`src/rtl/clink_uart_cmd_ctrl.sv`:
```
// Camera Link serial command controller: byte FIFO -> 8N1 UART TX, UART RX reply capture.
// Optional reply-wait/timeout after 0x0D is enabled by defining CLINK_UART_RSP_WAIT_EN.
module clink_uart_cmd_ctrl #(
  parameter int CLK_FREQ_HZ    = 125_000_000,
  parameter int BAUD_RATE      = 9600,
  parameter int FIFO_DEPTH     = 16,
  parameter int TIMEOUT_CYCLES = 12_500_000
) (
  input  logic                          s_axi_aclk,
  input  logic                          reset,
  input  logic                          wr_valid,
  input  logic [7:0]                    wr_data,
  output logic                          wr_ready,
  input  logic                          flush,
  output logic                          tx_serial,
  input  logic                          rx_serial,
  output logic                          rsp_valid,
  output logic [7:0]                    rsp_data,
  output logic                          framing_err,
  output logic                          busy,
  output logic                          timeout_err,
  output logic [$clog2(FIFO_DEPTH):0]   fifo_level
);

  localparam int BAUD_DIV = CLK_FREQ_HZ / BAUD_RATE;
  localparam int CW       = $clog2(BAUD_DIV);
  localparam int AW       = $clog2(FIFO_DEPTH);
  localparam logic [CW-1:0] BAUD_LAST = CW'(BAUD_DIV - 1);
  localparam logic [CW-1:0] HALF_LAST = CW'(BAUD_DIV / 2 - 1);
  localparam logic [AW:0]   FIFO_FULL = (AW+1)'(FIFO_DEPTH);

  typedef enum logic [2:0] {S_IDLE, S_LOAD, S_START, S_DATA, S_STOP, S_WAIT_RSP} tx_state_e;
  typedef enum logic [1:0] {R_IDLE, R_START, R_DATA, R_STOP} rx_state_e;

  // ---------------- command FIFO ----------------
  logic [7:0]    mem_q [FIFO_DEPTH];
  logic [AW-1:0] wr_ptr_q, wr_ptr_d, rd_ptr_q, rd_ptr_d;
  logic [AW:0]   count_q, count_d;
  logic          push, pop, fifo_empty;

  assign wr_ready   = (count_q != FIFO_FULL);
  assign fifo_empty = (count_q == '0);
  assign fifo_level = count_q;
  assign push       = wr_valid && wr_ready && !flush;

  // NOTE: every always_comb output gets a default first so no path can infer a latch.
  always_comb begin
    wr_ptr_d = wr_ptr_q;
    rd_ptr_d = rd_ptr_q;
    count_d  = count_q;
    if (flush) begin
      wr_ptr_d = '0;
      rd_ptr_d = '0;
      count_d  = '0;
    end else begin
      if (push) wr_ptr_d = wr_ptr_q + 1'b1;
      if (pop)  rd_ptr_d = rd_ptr_q + 1'b1;
      case ({push, pop})
        2'b10:   count_d = count_q + 1'b1;
        2'b01:   count_d = count_q - 1'b1;
        default: count_d = count_q;
      endcase
    end
  end

  // NOTE: state registers use non-blocking assignments so all flops update together at the edge.
  always_ff @(posedge s_axi_aclk or posedge reset) begin
    if (reset) begin
      wr_ptr_q <= '0;
      rd_ptr_q <= '0;
      count_q  <= '0;
    end else begin
      wr_ptr_q <= wr_ptr_d;
      rd_ptr_q <= rd_ptr_d;
      count_q  <= count_d;
    end
  end

  // NOTE: storage is deliberately not reset; the pointers and count alone define validity.
  always_ff @(posedge s_axi_aclk) begin
    if (push) mem_q[wr_ptr_q] <= wr_data;
  end

  // ---------------- TX FSM ----------------
  tx_state_e     state_q, state_d;
  logic [7:0]    tx_byte_q, tx_byte_d;
  logic [CW-1:0] baud_cnt_q, baud_cnt_d;
  logic [2:0]    bit_cnt_q, bit_cnt_d;
  logic          tx_q, tx_d;
  logic          baud_end;

  assign baud_end  = (baud_cnt_q == BAUD_LAST);
  assign busy      = (state_q != S_IDLE);
  assign tx_serial = tx_q;

  logic rsp_valid_q;

`ifdef CLINK_UART_RSP_WAIT_EN
  localparam int TW = $clog2(TIMEOUT_CYCLES + 1);
  localparam logic [TW-1:0] TIMEOUT_LAST = TW'(TIMEOUT_CYCLES);
  logic [TW-1:0] wait_cnt_q, wait_cnt_d;
  logic          timeout_q, timeout_d;

  always_ff @(posedge s_axi_aclk or posedge reset) begin
    if (reset) begin
      wait_cnt_q <= '0;
      timeout_q  <= 1'b0;
    end else begin
      wait_cnt_q <= wait_cnt_d;
      timeout_q  <= timeout_d;
    end
  end
  assign timeout_err = timeout_q;
`else
  logic unused_timeout_cfg;
  assign unused_timeout_cfg = ^TIMEOUT_CYCLES;
  assign timeout_err = 1'b0;
`endif

  always_comb begin
    state_d    = state_q;
    tx_byte_d  = tx_byte_q;
    baud_cnt_d = baud_cnt_q;
    bit_cnt_d  = bit_cnt_q;
    pop        = 1'b0;
`ifdef CLINK_UART_RSP_WAIT_EN
    wait_cnt_d = '0;
    timeout_d  = timeout_q && !flush;
`endif
    case (state_q)
      S_IDLE: if (!fifo_empty) state_d = S_LOAD;
      // A flush landing on the way into LOAD can leave the queue empty.
      S_LOAD: begin
        if (fifo_empty) begin
          state_d = S_IDLE;
        end else begin
          pop        = 1'b1;
          tx_byte_d  = mem_q[rd_ptr_q];
          baud_cnt_d = '0;
          bit_cnt_d  = '0;
          state_d    = S_START;
        end
      end
      S_START: begin
        if (baud_end) begin
          baud_cnt_d = '0;
          state_d    = S_DATA;
        end else baud_cnt_d = baud_cnt_q + 1'b1;
      end
      S_DATA: begin
        if (baud_end) begin
          baud_cnt_d = '0;
          bit_cnt_d  = bit_cnt_q + 1'b1;
          if (bit_cnt_q == 3'd7) state_d = S_STOP;
        end else baud_cnt_d = baud_cnt_q + 1'b1;
      end
      S_STOP: begin
        if (baud_end) begin
          baud_cnt_d = '0;
`ifdef CLINK_UART_RSP_WAIT_EN
          if (tx_byte_q == 8'h0D) state_d = S_WAIT_RSP;
          else state_d = fifo_empty ? S_IDLE : S_LOAD;
`else
          state_d = fifo_empty ? S_IDLE : S_LOAD;
`endif
        end else baud_cnt_d = baud_cnt_q + 1'b1;
      end
`ifdef CLINK_UART_RSP_WAIT_EN
      S_WAIT_RSP: begin
        wait_cnt_d = wait_cnt_q + 1'b1;
        if (rsp_valid_q) begin
          state_d = fifo_empty ? S_IDLE : S_LOAD;
        end else if (wait_cnt_q == TIMEOUT_LAST) begin
          timeout_d = 1'b1;
          state_d   = fifo_empty ? S_IDLE : S_LOAD;
        end
      end
`endif
      default: state_d = S_IDLE;
    endcase

    // Line level is registered from the next state so the pin never glitches.
    tx_d = 1'b1;
    if (state_d == S_START)     tx_d = 1'b0;
    else if (state_d == S_DATA) tx_d = tx_byte_d[bit_cnt_d];
  end

  always_ff @(posedge s_axi_aclk or posedge reset) begin
    if (reset) begin
      state_q    <= S_IDLE;
      tx_byte_q  <= '0;
      baud_cnt_q <= '0;
      bit_cnt_q  <= '0;
      tx_q       <= 1'b1;
    end else begin
      state_q    <= state_d;
      tx_byte_q  <= tx_byte_d;
      baud_cnt_q <= baud_cnt_d;
      bit_cnt_q  <= bit_cnt_d;
      tx_q       <= tx_d;
    end
  end

  // ---------------- RX path ----------------
  logic          rx_s1_q, rx_s2_q, rx_s3_q;
  rx_state_e     rx_state_q, rx_state_d;
  logic [CW-1:0] rx_cnt_q, rx_cnt_d;
  logic [2:0]    rx_bit_q, rx_bit_d;
  logic [7:0]    rx_shift_q, rx_shift_d;
  logic [7:0]    rsp_data_q, rsp_data_d;
  logic          rsp_valid_d, framing_err_q, framing_err_d;

  assign rsp_valid   = rsp_valid_q;
  assign rsp_data    = rsp_data_q;
  assign framing_err = framing_err_q;

  always_comb begin
    rx_state_d    = rx_state_q;
    rx_cnt_d      = rx_cnt_q;
    rx_bit_d      = rx_bit_q;
    rx_shift_d    = rx_shift_q;
    rsp_data_d    = rsp_data_q;
    rsp_valid_d   = 1'b0;
    framing_err_d = 1'b0;
    case (rx_state_q)
      R_IDLE: begin
        if (rx_s3_q && !rx_s2_q) begin
          rx_cnt_d   = '0;
          rx_state_d = R_START;
        end
      end
      // Half-bit recheck rejects glitches shorter than half a bit.
      R_START: begin
        if (rx_cnt_q == HALF_LAST) begin
          rx_cnt_d   = '0;
          rx_bit_d   = '0;
          rx_state_d = rx_s2_q ? R_IDLE : R_DATA;
        end else rx_cnt_d = rx_cnt_q + 1'b1;
      end
      R_DATA: begin
        if (rx_cnt_q == BAUD_LAST) begin
          rx_cnt_d   = '0;
          rx_shift_d = {rx_s2_q, rx_shift_q[7:1]};
          rx_bit_d   = rx_bit_q + 1'b1;
          if (rx_bit_q == 3'd7) rx_state_d = R_STOP;
        end else rx_cnt_d = rx_cnt_q + 1'b1;
      end
      R_STOP: begin
        if (rx_cnt_q == BAUD_LAST) begin
          rx_state_d = R_IDLE;
          if (rx_s2_q) begin
            rsp_valid_d = 1'b1;
            rsp_data_d  = rx_shift_q;
          end else begin
            framing_err_d = 1'b1;
          end
        end else rx_cnt_d = rx_cnt_q + 1'b1;
      end
      default: rx_state_d = R_IDLE;
    endcase
  end

  always_ff @(posedge s_axi_aclk or posedge reset) begin
    if (reset) begin
      rx_s1_q       <= 1'b1;
      rx_s2_q       <= 1'b1;
      rx_s3_q       <= 1'b1;
      rx_state_q    <= R_IDLE;
      rx_cnt_q      <= '0;
      rx_bit_q      <= '0;
      rx_shift_q    <= '0;
      rsp_data_q    <= '0;
      rsp_valid_q   <= 1'b0;
      framing_err_q <= 1'b0;
    end else begin
      rx_s1_q       <= rx_serial;
      rx_s2_q       <= rx_s1_q;
      rx_s3_q       <= rx_s2_q;
      rx_state_q    <= rx_state_d;
      rx_cnt_q      <= rx_cnt_d;
      rx_bit_q      <= rx_bit_d;
      rx_shift_q    <= rx_shift_d;
      rsp_data_q    <= rsp_data_d;
      rsp_valid_q   <= rsp_valid_d;
      framing_err_q <= framing_err_d;
    end
  end

endmodule

```
`config.mk`:
```
export PLATFORM = sky130hd
export DESIGN_NAME = clink_uart_cmd_ctrl
export DESIGN_NICKNAME = d
export VERILOG_FILES = /design/src/rtl/clink_uart_cmd_ctrl.sv
export SDC_FILE = /design/constraint.sdc
export NUM_CORES = 1
export LEC_CHECK = 0
export CELL_PAD_IN_SITES_DETAIL_PLACEMENT = 0
export CELL_PAD_IN_SITES_GLOBAL_PLACEMENT = 1
export CORE_AREA = 5 5 141 143
export DETAILED_ROUTE_END_ITERATION = 10
export DIE_AREA = 0 0 146 148
export GPL_TIMING_DRIVEN = 0
export PLACE_DENSITY_LB_ADDON = 0.25
export SLEW_MARGIN = 20
export SYNTH_ARGS = -nofsm -noshare
export SYNTH_HDL_FRONTEND = slang
export SYNTH_SLANG_ARGS = --single-unit
```
`constraint.sdc`:
```
create_clock -name s_axi_aclk -period 3.67 [get_ports s_axi_aclk]
set_input_delay 0.5505 -clock s_axi_aclk [delete_from_list [all_inputs] [get_ports s_axi_aclk]]
set_output_delay 0.5505 -clock s_axi_aclk [all_outputs]
set_load 0.005 [all_outputs]
```
==> Implementation_results.wiki <==
{| class="wikitable"
! Metric !! Value
|-
| Clock tree root driver cell || sky130_fd_sc_hd__clkbuf_16
|-
| Largest net degree at the start of global routing || 53
|-
| Core region area || 18460 sq um
|-
| Unrepaired setup endpoints after global routing || false
|-
| Total inserted antenna cells || 0
|-
| Post-synth cell types || 66
|-
| Vertical extent of the die || between 100 and 150 um
|-
| Site row count || 50
|-
| Clock sink count || 210
|-
| Most used cells in the layout excluding fill and tap cells || sky130_fd_sc_hd__edfxtp_1, sky130_fd_sc_hd__dfrtp_1, sky130_fd_sc_hd__nand2_1, sky130_fd_sc_hd__nor2_1, sky130_fd_sc_hd__mux4_2
|-
| Post-DRT Antenna Nets || 0
|-
| Vias post-DR || 5252
|-
| Post-detailed-route via-to-cell ratio || between 5 and 6
|-
| Number of register bits inferred by synthesis || 210
|-
| Number of H-tree levels || 1
|-
| Effective utilization at floorplan || 0.4967
|-
| Fmax || 304.3 MHz
|-
| Fraction of synthesis flops using an asynchronous set or reset pin || 0.3905
|-
| Required time of the critical path || 4.04 ns
|-
| Wire length of the first global-routing pass || 28.70 mm
|-
| Post-CTS Setup Bufs || 0
|-
| Reg clk slew, reported paths || about 0.06 ns
|-
| Combined area of the multi-input logic cells || 3074 sq um
|-
| Inserted Clock Buffers || 23
|-
| IO buf count || 30
|-
| Mapped Area || around 9200 sq um
|-
| Final-layout fill cell count || 1469
|-
| CTS Hold Bufs || 0
|-
| Crit path max fanout || 10
|-
| Vias in the first global route || 5298
|-
| Synthesized netlist cell count || 637
|-
| Standby leakage power || 4.025 nW
|-
| Max_cap viols || 0
|-
| Setup TNS || 0 ns
|-
| Width of the die || 146 um
|-
| Placer Congestion || 0.7943
|-
| Clock tree from TritonCTS || built
|-
| Top FF cell, synth || sky130_fd_sc_hd__edfxtp_1
|-
| Detail-routed net length per standard cell || between 15 and 20 um
|-
| Kind of start point of the critical path || flip-flop
|-
| Final period utilization || 0.8955
|-
| DP HPWL || about 12 mm
|-
| Critical path start-end classification || reg -> reg
|-
| Syn nets || 666
|-
| Max IR drop VDD || about 0.53 mV
|-
| Crit. End Element || flip-flop
|-
| Number of hold violations in the final report || 0
|-
| Mapped Avg Cell Area || 14.39 sq um
|-
| Most frequent standard cell in the layout excluding fill and tap cells || sky130_fd_sc_hd__edfxtp_1
|-
| Non-filler instance count after layout || about 950
|-
| Aggregate global-route resource usage || 0.1658
|-
| Cell types occupying the most area after synthesis || sky130_fd_sc_hd__edfxtp_1, sky130_fd_sc_hd__dfrtp_1, sky130_fd_sc_hd__mux4_2
|-
| Count of flip-flops with a built-in enable after synthesis || 128
|-
| Number of top-level pins || 32
|-
| Setup slack, reg-to-reg || 0.38 ns
|-
| Detailed router's first-iteration violation count || 421
|-
| Initial antenna violation count || 0
|-
| Buffer depth of the longest clock path || 3
|-
| Actual transition at the worst max-transition pin || around 0.93 ns
|-
| Count of endpoints failing setup in the final report || 0
|-
| Yosys Warn Count || 0
|-
| Data arrival time of the critical path || 3.66 ns
|-
| Total die area || around 22000 sq um
|-
| FF/Latch Area || a little under 6000 sq um
|-
| Remaining design rule violation count || 0
|-
| Outcome || complete, no violations
|-
| Worst hold slack || 0.3487 ns
|-
| Synth top area share || 0.4193
|-
| Final nets || 723
|-
| Area growth, synth to finish || 15.60%
|-
| Sequential-to-total area share from yosys stat || 0.6437
|-
| Remaining max-slew budget at the tightest pin || 0.3793
|-
| First-pass iteration count of the detailed router || 5
|-
| Type of the most critical hold path || reg -> reg
|-
| Most area-hungry cell type in the Yosys netlist || sky130_fd_sc_hd__edfxtp_1
|-
| WL final || 17.51 mm
|-
| Share of post-route cells with drive strength above 1 || 0.1828
|-
| Power per cell area || 541.7 nW/um^2
|-
| Minimum period implied by the final worst setup slack || between 3 and 4 ns
|-
| Placed cells || 903
|-
| Global-route congestion overflow total || 0
|-
| Final Slew Violations || 0
|-
| Clk_lat worst skew || 0.51 ns
|-
| # resized after CTS || 0
|-
| Largest clock skew in the final design || 0.01336 ns
|}
-- kinds of logic after synthesis --
logic type / after synthesis / share of synthesized area
compound gates: 60 / 0.04191
other cells: 1 / 0.0004091
simple gates: 214 / 0.1231
fa+ha+maj: 16 / 0.02266
mux: 65 / 0.1205
flops: 210 / 0.6437
xor+xnor: 25 / 0.02389
buf+inv: 46 / 0.02375
-- report_power, final --
| part | leakage, nW | switching (mW) | internal (mW) |
|---|---|---|---|
| Combinational | 1.39 | 0.387 | 0.295 |
| Clock | 0.379 | 0.909 | 1.41 |
| Sequential | 2.25 | 0.102 | 2.63 |
| Total | 4.02 | 1.40 | 4.34 |
-- registers in the layout, summed over array words and instances (netlist names), named ones only --
name and count:
rx_s1_q 1, baud_cnt_q 14, rx_s2_q 1, mem_q 128, rx_state_q 1, rsp_valid 1
rd_ptr_q 4, rx_cnt_q 14, fifo_level 5, tx_byte_q 8, framing_err 1, wr_ptr_q 4
bit_cnt_q 3, rx_s3_q 1, rsp_data 8, rx_shift_q 8, rx_bit_q 3, tx_serial 1
state_q 3
-- synthesized netlist by cell type (10+ instances only) --
library cell / instances
sky130_fd_sc_hd__a21oi_1: 11
sky130_fd_sc_hd__and2_1: 14
sky130_fd_sc_hd__and3_1: 10
sky130_fd_sc_hd__buf_2: 10
sky130_fd_sc_hd__clkbuf_1: 13
sky130_fd_sc_hd__dfrtp_1: 78
sky130_fd_sc_hd__edfxtp_1: 128
sky130_fd_sc_hd__ha_1: 15
sky130_fd_sc_hd__inv_1: 17
sky130_fd_sc_hd__mux2_2: 23
sky130_fd_sc_hd__mux4_2: 34
sky130_fd_sc_hd__nand2_1: 56
sky130_fd_sc_hd__nand3_1: 11
sky130_fd_sc_hd__nand4_1: 19
sky130_fd_sc_hd__nor2_1: 47
sky130_fd_sc_hd__nor3_1: 13
sky130_fd_sc_hd__o21ai_0: 21
sky130_fd_sc_hd__xor2_1: 19
-- metrics by stage --
stage               utilization  cell area [sq um]  power, mW  worst slack [ns]
floorplan                     -               9166      3.249            0.8507
global placement         0.5288               9759      3.445           -0.3334
detailed placement       0.5321               9821      3.470            0.3821
CTS                      0.5742              10600      5.808            0.3547
global route             0.5742              10600      6.010           0.01190
finish                   0.5742              10600      5.740            0.3836
-- path summary, 6_finish.rpt --
path,startpoint,endpoint,cells after the start
min,rx_s1_q$_DFF_PP1_,rx_s2_q$_DFF_PP1_,0
max in group asynchronous,reset,rx_s1_q$_DFF_PP1_,3
max reg2reg,fifo_level[0]$_DFFE_PP0P_,fifo_level[4]$_DFFE_PP0P_,13
min reg2reg,rx_s1_q$_DFF_PP1_,rx_s2_q$_DFF_PP1_,0
min in group asynchronous,reset,fifo_level[0]$_DFFE_PP0P_,2
max,fifo_level[0]$_DFFE_PP0P_,fifo_level[4]$_DFFE_PP0P_,13
-- area by class of cell --
type	count	area share
multi-input cells	381	0.2901
flip-flops and latches	210	0.5569
well taps	234	0.02763
plain buffers	29	0.01452
repair buffers	32	0.03141
clock buffers	29	0.05833
inverters	17	0.006258
clock inverters	13	0.01488
-- routing by layer --
metal | global-route usage | vias up | part of all wire
li1 | - | 2493 | -
met1 | 0.2268 | 2653 | 0.45
met2 | 0.2826 | 85 | 0.50
met3 | 0.02636 | 21 | 0.032
met4 | 0.03904 | 0 | 0.017
met5 | 0 | - | 0
-- critical path, cell delays in order (launching register included) --
cell                       delay [ns]
sky130_fd_sc_hd__dfrtp_1         0.44
sky130_fd_sc_hd__or4_4           0.19
sky130_fd_sc_hd__nor2_2          0.04
sky130_fd_sc_hd__nor3_1          0.44
sky130_fd_sc_hd__clkbuf_1        0.48
sky130_fd_sc_hd__o21ai_0         0.26
sky130_fd_sc_hd__inv_1           0.16
sky130_fd_sc_hd__ha_1            0.28
sky130_fd_sc_hd__a21o_1          0.20
sky130_fd_sc_hd__a21oi_1         0.22
sky130_fd_sc_hd__nor3_1          0.07
sky130_fd_sc_hd__a21oi_1         0.16
sky130_fd_sc_hd__xor2_1          0.15
sky130_fd_sc_hd__nor2_1          0.05
No activity file was read; power rests on OpenSTA's default activity.
==> variant 1, RTL diff (same flow settings) <==
The option `CLINK_UART_RSP_WAIT_EN` is turned on by a define.
--- a/src/rtl/clink_uart_cmd_ctrl.sv
+++ b/src/rtl/clink_uart_cmd_ctrl.sv
@@ -1,5 +1,7 @@
 // Camera Link serial command controller: byte FIFO -> 8N1 UART TX, UART RX reply capture.
 // Optional reply-wait/timeout after 0x0D is enabled by defining CLINK_UART_RSP_WAIT_EN.
+`define CLINK_UART_RSP_WAIT_EN
+
 module clink_uart_cmd_ctrl #(
   parameter int CLK_FREQ_HZ    = 125_000_000,
   parameter int BAUD_RATE      = 9600,
Formal check against the unedited RTL: no difference found for any inputs over 4 cycles, from zero or initial values and one cycle with reset high; that may be too few to reach the edited logic, so the function may still have changed.
==> variant 1 against the unedited design <==
Critical path depth down 1; first-iteration DRC count up 0.71%; combinational power up 1%; synthesized area up 13%; wire length up 17%; final area up 12%; sequential cell count up 25; clock skew down 3.9 ps; total power up 10%; cell count up 15%; worst setup slack better by 140 ps; largest cell class unchanged; highest routed layer unchanged.
==> variant 1: results (changes against the unedited design) <==
yosys warns = 0 (unchanged)
worst reg-to-reg setup slack = 520 ps (+140 ps)
VDD IR-drop max = 0.000402 V (-25%)
Netlist cell types = 65 (-1.5%)
CTS buffer count = 25 (+8.7%)
Critical Path Slowest Stage Cell = or4_4
HPWL after detailed placement = 13.9 mm (+17%)
async set-reset flop share out of synthesis = 0.455 (+0.0648)
Clock Skews = 9.50 ps (-3.86 ps)
Clk pin slew, worst setup/hold paths = 60 ps (about the same)
top post-synthesis cells by area = edfxtp_1 (37%), dfrtp_1 (25%), mux4_2 (7.6%)
Routed WL = 20.4 mm (+17%)
slowest stage delay, CP = 620 ps (+140 ps)
Nets = 869 (+20%)
Leak = 4.49 nW (+12%)
Worst Path Arrival = 3530 ps (-130 ps)
DR iter-0 viols = 424 (+0.71%)
number of diodes = 0 (unchanged)
vias in the first global route = 6467 (+22%)
clk_lat worst skew = 520 ps
IO Port Bufs = 31 (+3.3%)
Seq/Total Area, Yosys = 0.629 (-0.0151)
Final min period = 3150 ps (-140 ps)
commonest cells in the netlist = edfxtp_1 (128), dfrtp_1 (103), nor2_1 (99)
clk buf depth = 3 (unchanged)
Hold Path Class = register to register
syn_nets = 810 (+22%)
EDFF count, synth = 128 (unchanged)
layout cells sized above 1 = 0.154 (-0.0288)
Root Driver = clkbuf_16
largest net degree at the start of global routing = 57 (+7.5%)
FILL cells = 1362 (-7.3%)
Via density = 5.76 (+3.7%)
H-tree Lvls = 1 (unchanged)
pre-CTS WS = 530 ps (+147 ps)
total track usage = 0.195 (+0.0290)
headroom to the max-slew limit = 0.314 (-0.0650)
outcome = finished, final reports clean
CP Max Fanout = 10 (unchanged)
PostCTS Resize Cnt = 0 (unchanged)
initial antenna violation count = 0 (unchanged)
first-pass GRT wire length = 33.9 mm (+18%)
Top Registers = mem_q (128), wait_cnt_q (24)
GP Congestion = 0.860 (+8.3%)
Post-CTS Setup Inserts = 0 (unchanged)
Detailed Routing Iterations Pass 1 = 5 (unchanged)
==> variant 1: per-layer routing <==
metal  vias to the layer above  GRT usage  part of all wire
li1                       2979          -                 -
met1                      3162      0.266              0.44
met2                       113      0.337              0.50
met3                        35     0.0261             0.036
met4                         0     0.0475             0.022
met5                         -          0                 0
==> variant 1: logic make-up after synthesis <==
kind of cell    Yosys count  synth area share
buf+inv                  54            0.0233
flops                   235             0.629
mux                      62             0.104
simple gates            288             0.135
fa+ha+maj                18            0.0224
compound gates           81            0.0521
xor+xnor                 41            0.0346
==> variant 1: power breakdown <==
| part | leakage (nW) | internal [mW] | switching (mW) |
|---|---|---|---|
| clock | 0.424 | 1.58 | 1.01 |
| sequential | 2.59 | 2.93 | 0.123 |
| combinational | 1.48 | 0.289 | 0.401 |
| total | 4.49 | 4.80 | 1.54 |
==> variant 1: worst paths after layout <==
check	cells after the start	startpoint	endpoint
max reg2reg	12	fifo_level[1]$_DFFE_PP0P_	fifo_level[4]$_DFFE_PP0P_
min	0	rx_s1_q$_DFF_PP1_	rx_s2_q$_DFF_PP1_
max in group asynchronous	3	reset	rx_s1_q$_DFF_PP1_
max	12	fifo_level[1]$_DFFE_PP0P_	fifo_level[4]$_DFFE_PP0P_
min in group asynchronous	2	reset	wait_cnt_q[13]$_DFF_PP0_
min reg2reg	0	rx_s1_q$_DFF_PP1_	rx_s2_q$_DFF_PP1_
==> variant 1: critical path: cells and delay by family (launching register included) <==
kind | cells | cell delay [ps]
AOI/OAI and AO/OA | 3 | 550
xor gates and xnor gates | 1 | 140
adders and majority gates | 1 | 340
buffers and inverters | 2 | 340
DFF | 1 | 440
muxes | 1 | 250
and+or+nand+nor | 4 | 930
==> variant 1: through the flow <==
step	hold slack, ps	cell area [µm²]	cells	util	setup TNS (ps)
CTS	356	11900	1091	0.644	0
finish	355	11900	1091	0.644	0
detailed placement	347	11000	1045	0.598	0
floorplan	345	10400	779	-	0
global placement	348	11000	1044	0.595	-126580
global route	364	11900	1091	0.644	0
==> variant 1: final cells by class <==
cell class,instances,area [µm²],share of cell area
buffer,33,163,0.0137
clock buffer,31,668,0.0562
clock inverter,15,189,0.0159
inverter,21,83.8,0.00705
multi-input combinational,490,3630,0.305
sequential,235,6530,0.549
tap,234,293,0.0246
timing repair buffer,32,338,0.0284
==> variant 2, RTL diff (same flow settings) <==
Made on the original files. Take the reset off `rx_shift_q` and load it in a clocked block of its own.
--- a/src/rtl/clink_uart_cmd_ctrl.sv
+++ b/src/rtl/clink_uart_cmd_ctrl.sv
@@ -268,7 +268,6 @@
       rx_state_q    <= R_IDLE;
       rx_cnt_q      <= '0;
       rx_bit_q      <= '0;
-      rx_shift_q    <= '0;
       rsp_data_q    <= '0;
       rsp_valid_q   <= 1'b0;
       framing_err_q <= 1'b0;
@@ -279,12 +278,15 @@
       rx_state_q    <= rx_state_d;
       rx_cnt_q      <= rx_cnt_d;
       rx_bit_q      <= rx_bit_d;
-      rx_shift_q    <= rx_shift_d;
       rsp_data_q    <= rsp_data_d;
       rsp_valid_q   <= rsp_valid_d;
       framing_err_q <= framing_err_d;
     end
   end
 
+  always_ff @(posedge s_axi_aclk) begin
+    rx_shift_q <= rx_shift_d;
+  end
+
 endmodule
 
Formal check against the unedited RTL: same outputs for any inputs over 10 cycles, from zero or initial values and one cycle with reset high; that may be too few to reach the edited logic, so the function may still have changed.
==> variant 2 against the unedited design <==
Sequential cell count is the same; total power is 7.5% lower; worst setup slack lost 36 ps; combinational power down 37%; wire length rose by 5.2%; clock power fell by 7%; synthesized area fell by 0.22%; final area fell by 0.77%; critical path type unchanged; critical endpoint unchanged.
==> variant 2: results (changes against the unedited design) <==
Critical Path Slowest Stage Cell = or4_1
Detailed Routing Iterations Pass 1 = 4 (-1)
commonest cells in the netlist = edfxtp_1 (136), nand2_1 (82), dfrtp_1 (70)
slowest stage delay, CP = 620 ps (+140 ps)
met1 WL = 7.74 mm (-1.6%)
FILL cells = 1462 (-0.48%)
P_clk = 2.15 mW (-7%)
Netlist cell types = 65 (-1.5%)
seq pwr = 2.73 mW (about the same)
initial antenna violation count = 0 (unchanged)
CTS buffer count = 22 (-4.3%)
clk_lat worst skew = 530 ps (+20 ps)
vias in the first global route = 5592 (+5.5%)
Final period util = 0.905 (+0.00985)
outcome = finished, final reports clean
Hold Path Class = register to register
top post-synthesis cells by area = edfxtp_1 (45%), dfrtp_1 (19%), mux4_2 (8.6%)
buffer share of cell area = 0.0440 (-0.00191)
WL met3 = 1.01 mm (+81%)
headroom to the max-slew limit = 0.312 (-0.0668)
Hold Crit Start = rx_s1_q$_DFF_PP1_
async set-reset flop share out of synthesis = 0.352 (-0.0381)
Seq/Total Area, Yosys = 0.650 (+0.00579)
HPWL after detailed placement = 12.1 mm (+1.9%)
Leak = 3.87 nW (-3.7%)
Nets = 745 (+3.0%)
Seq area share = 0.565 (+0.00811)
total track usage = 0.175 (+0.00918)
post-synthesis mux area share = 0.0985 (-0.0220)
Power Internal = 4.08 mW (-6.1%)
layout cells sized above 1 = 0.132 (-0.0512)
clock buffers = 24 (-17%)
VDD IR-drop max = 0.000398 V (-25%)
xor-xnor portion of the synthesized cell area = 0.0220 (-0.00186)
Multi-input comb cells = 405 (+6.3%)
Multi-input gate area = 3060 µm² (-0.41%)
Worst Path Arrival = 3700 ps (+40 ps)
met2 wire len = 9.24 mm (+5.2%)
syn_nets = 687 (+3.2%)
Seq cells post-synth = 210 (unchanged)
EDFF count, synth = 136 (+6.3%)
clock-cell share of area = 0.0660 (-0.00717)
DR WL/cell = 19.1 µm (+3.2%)
Synth Area in Adders = 0.0227 (+0.0000496)
pre-CTS WS = 193 ps (-189 ps)
GP Congestion = 0.818 (+3.0%)
variant 2: cell types whose count changed in the layout (fill, tap and decap cells not counted), sizes merged, moves of 5 or more:
cell,delta
nand2,+26
dfrtp,-8
a31oi,+5
edfxtp,+8
mux2,-21
xor2,-5
and3,-5
nand4,-9
nor2,+8
variant 2: metal layers:
metal | vias up | track usage
met5 | - | 0
met4 | 0 | 0.0475
met3 | 30 | 0.0331
met2 | 117 | 0.307
met1 | 2746 | 0.225
li1 | 2567 | -
variant 2: worst paths after layout:
path                                             end  slack, ps  cells after the start
max                        fifo_level[4]$_DFFE_PP0P_        350                     14
min                                rx_s2_q$_DFF_PP1_        350                      0
max reg2reg                fifo_level[4]$_DFFE_PP0P_        350                     14
min reg2reg                        rx_s2_q$_DFF_PP1_        350                      0
max in group asynchronous        tx_serial$_DFF_PP1_       2640                      3
min in group asynchronous   rx_cnt_q[13]$_DFFE_PP0P_        410                      2
variant 2: worst max-delay path, delay by kind of cell, from the launching register on:
kind / cells / cell delay, ps
AOI/OAI and AO/OA: 4 / 660
xor gates and xnor gates: 1 / 160
adders and majority gates: 1 / 340
buffers and inverters: 3 / 590
DFF: 1 / 440
and+or+nand+nor: 5 / 1020
variant 2: per-stage QoR:
| stage | hold WS [ps] | cell area [µm²] | utilization | instances |
|---|---|---|---|---|
| final | 354 | 10500 | 0.570 | 963 |
| after global routing | 355 | 10500 | 0.570 | 963 |
| after CTS | 354 | 10500 | 0.570 | 963 |
| after detailed placement | 347 | 9820 | 0.532 | 926 |
| after global placement | 346 | 9740 | 0.528 | 922 |
| after floorplan | 345 | 9150 | - | 658 |
variant 2: what timing repair did:
item,4_1_cts,5_1_grt
buffers inserted,0,0
endpoints found under the setup margin,0,1
hold buffers,0,0
gates resized for setup,0,3
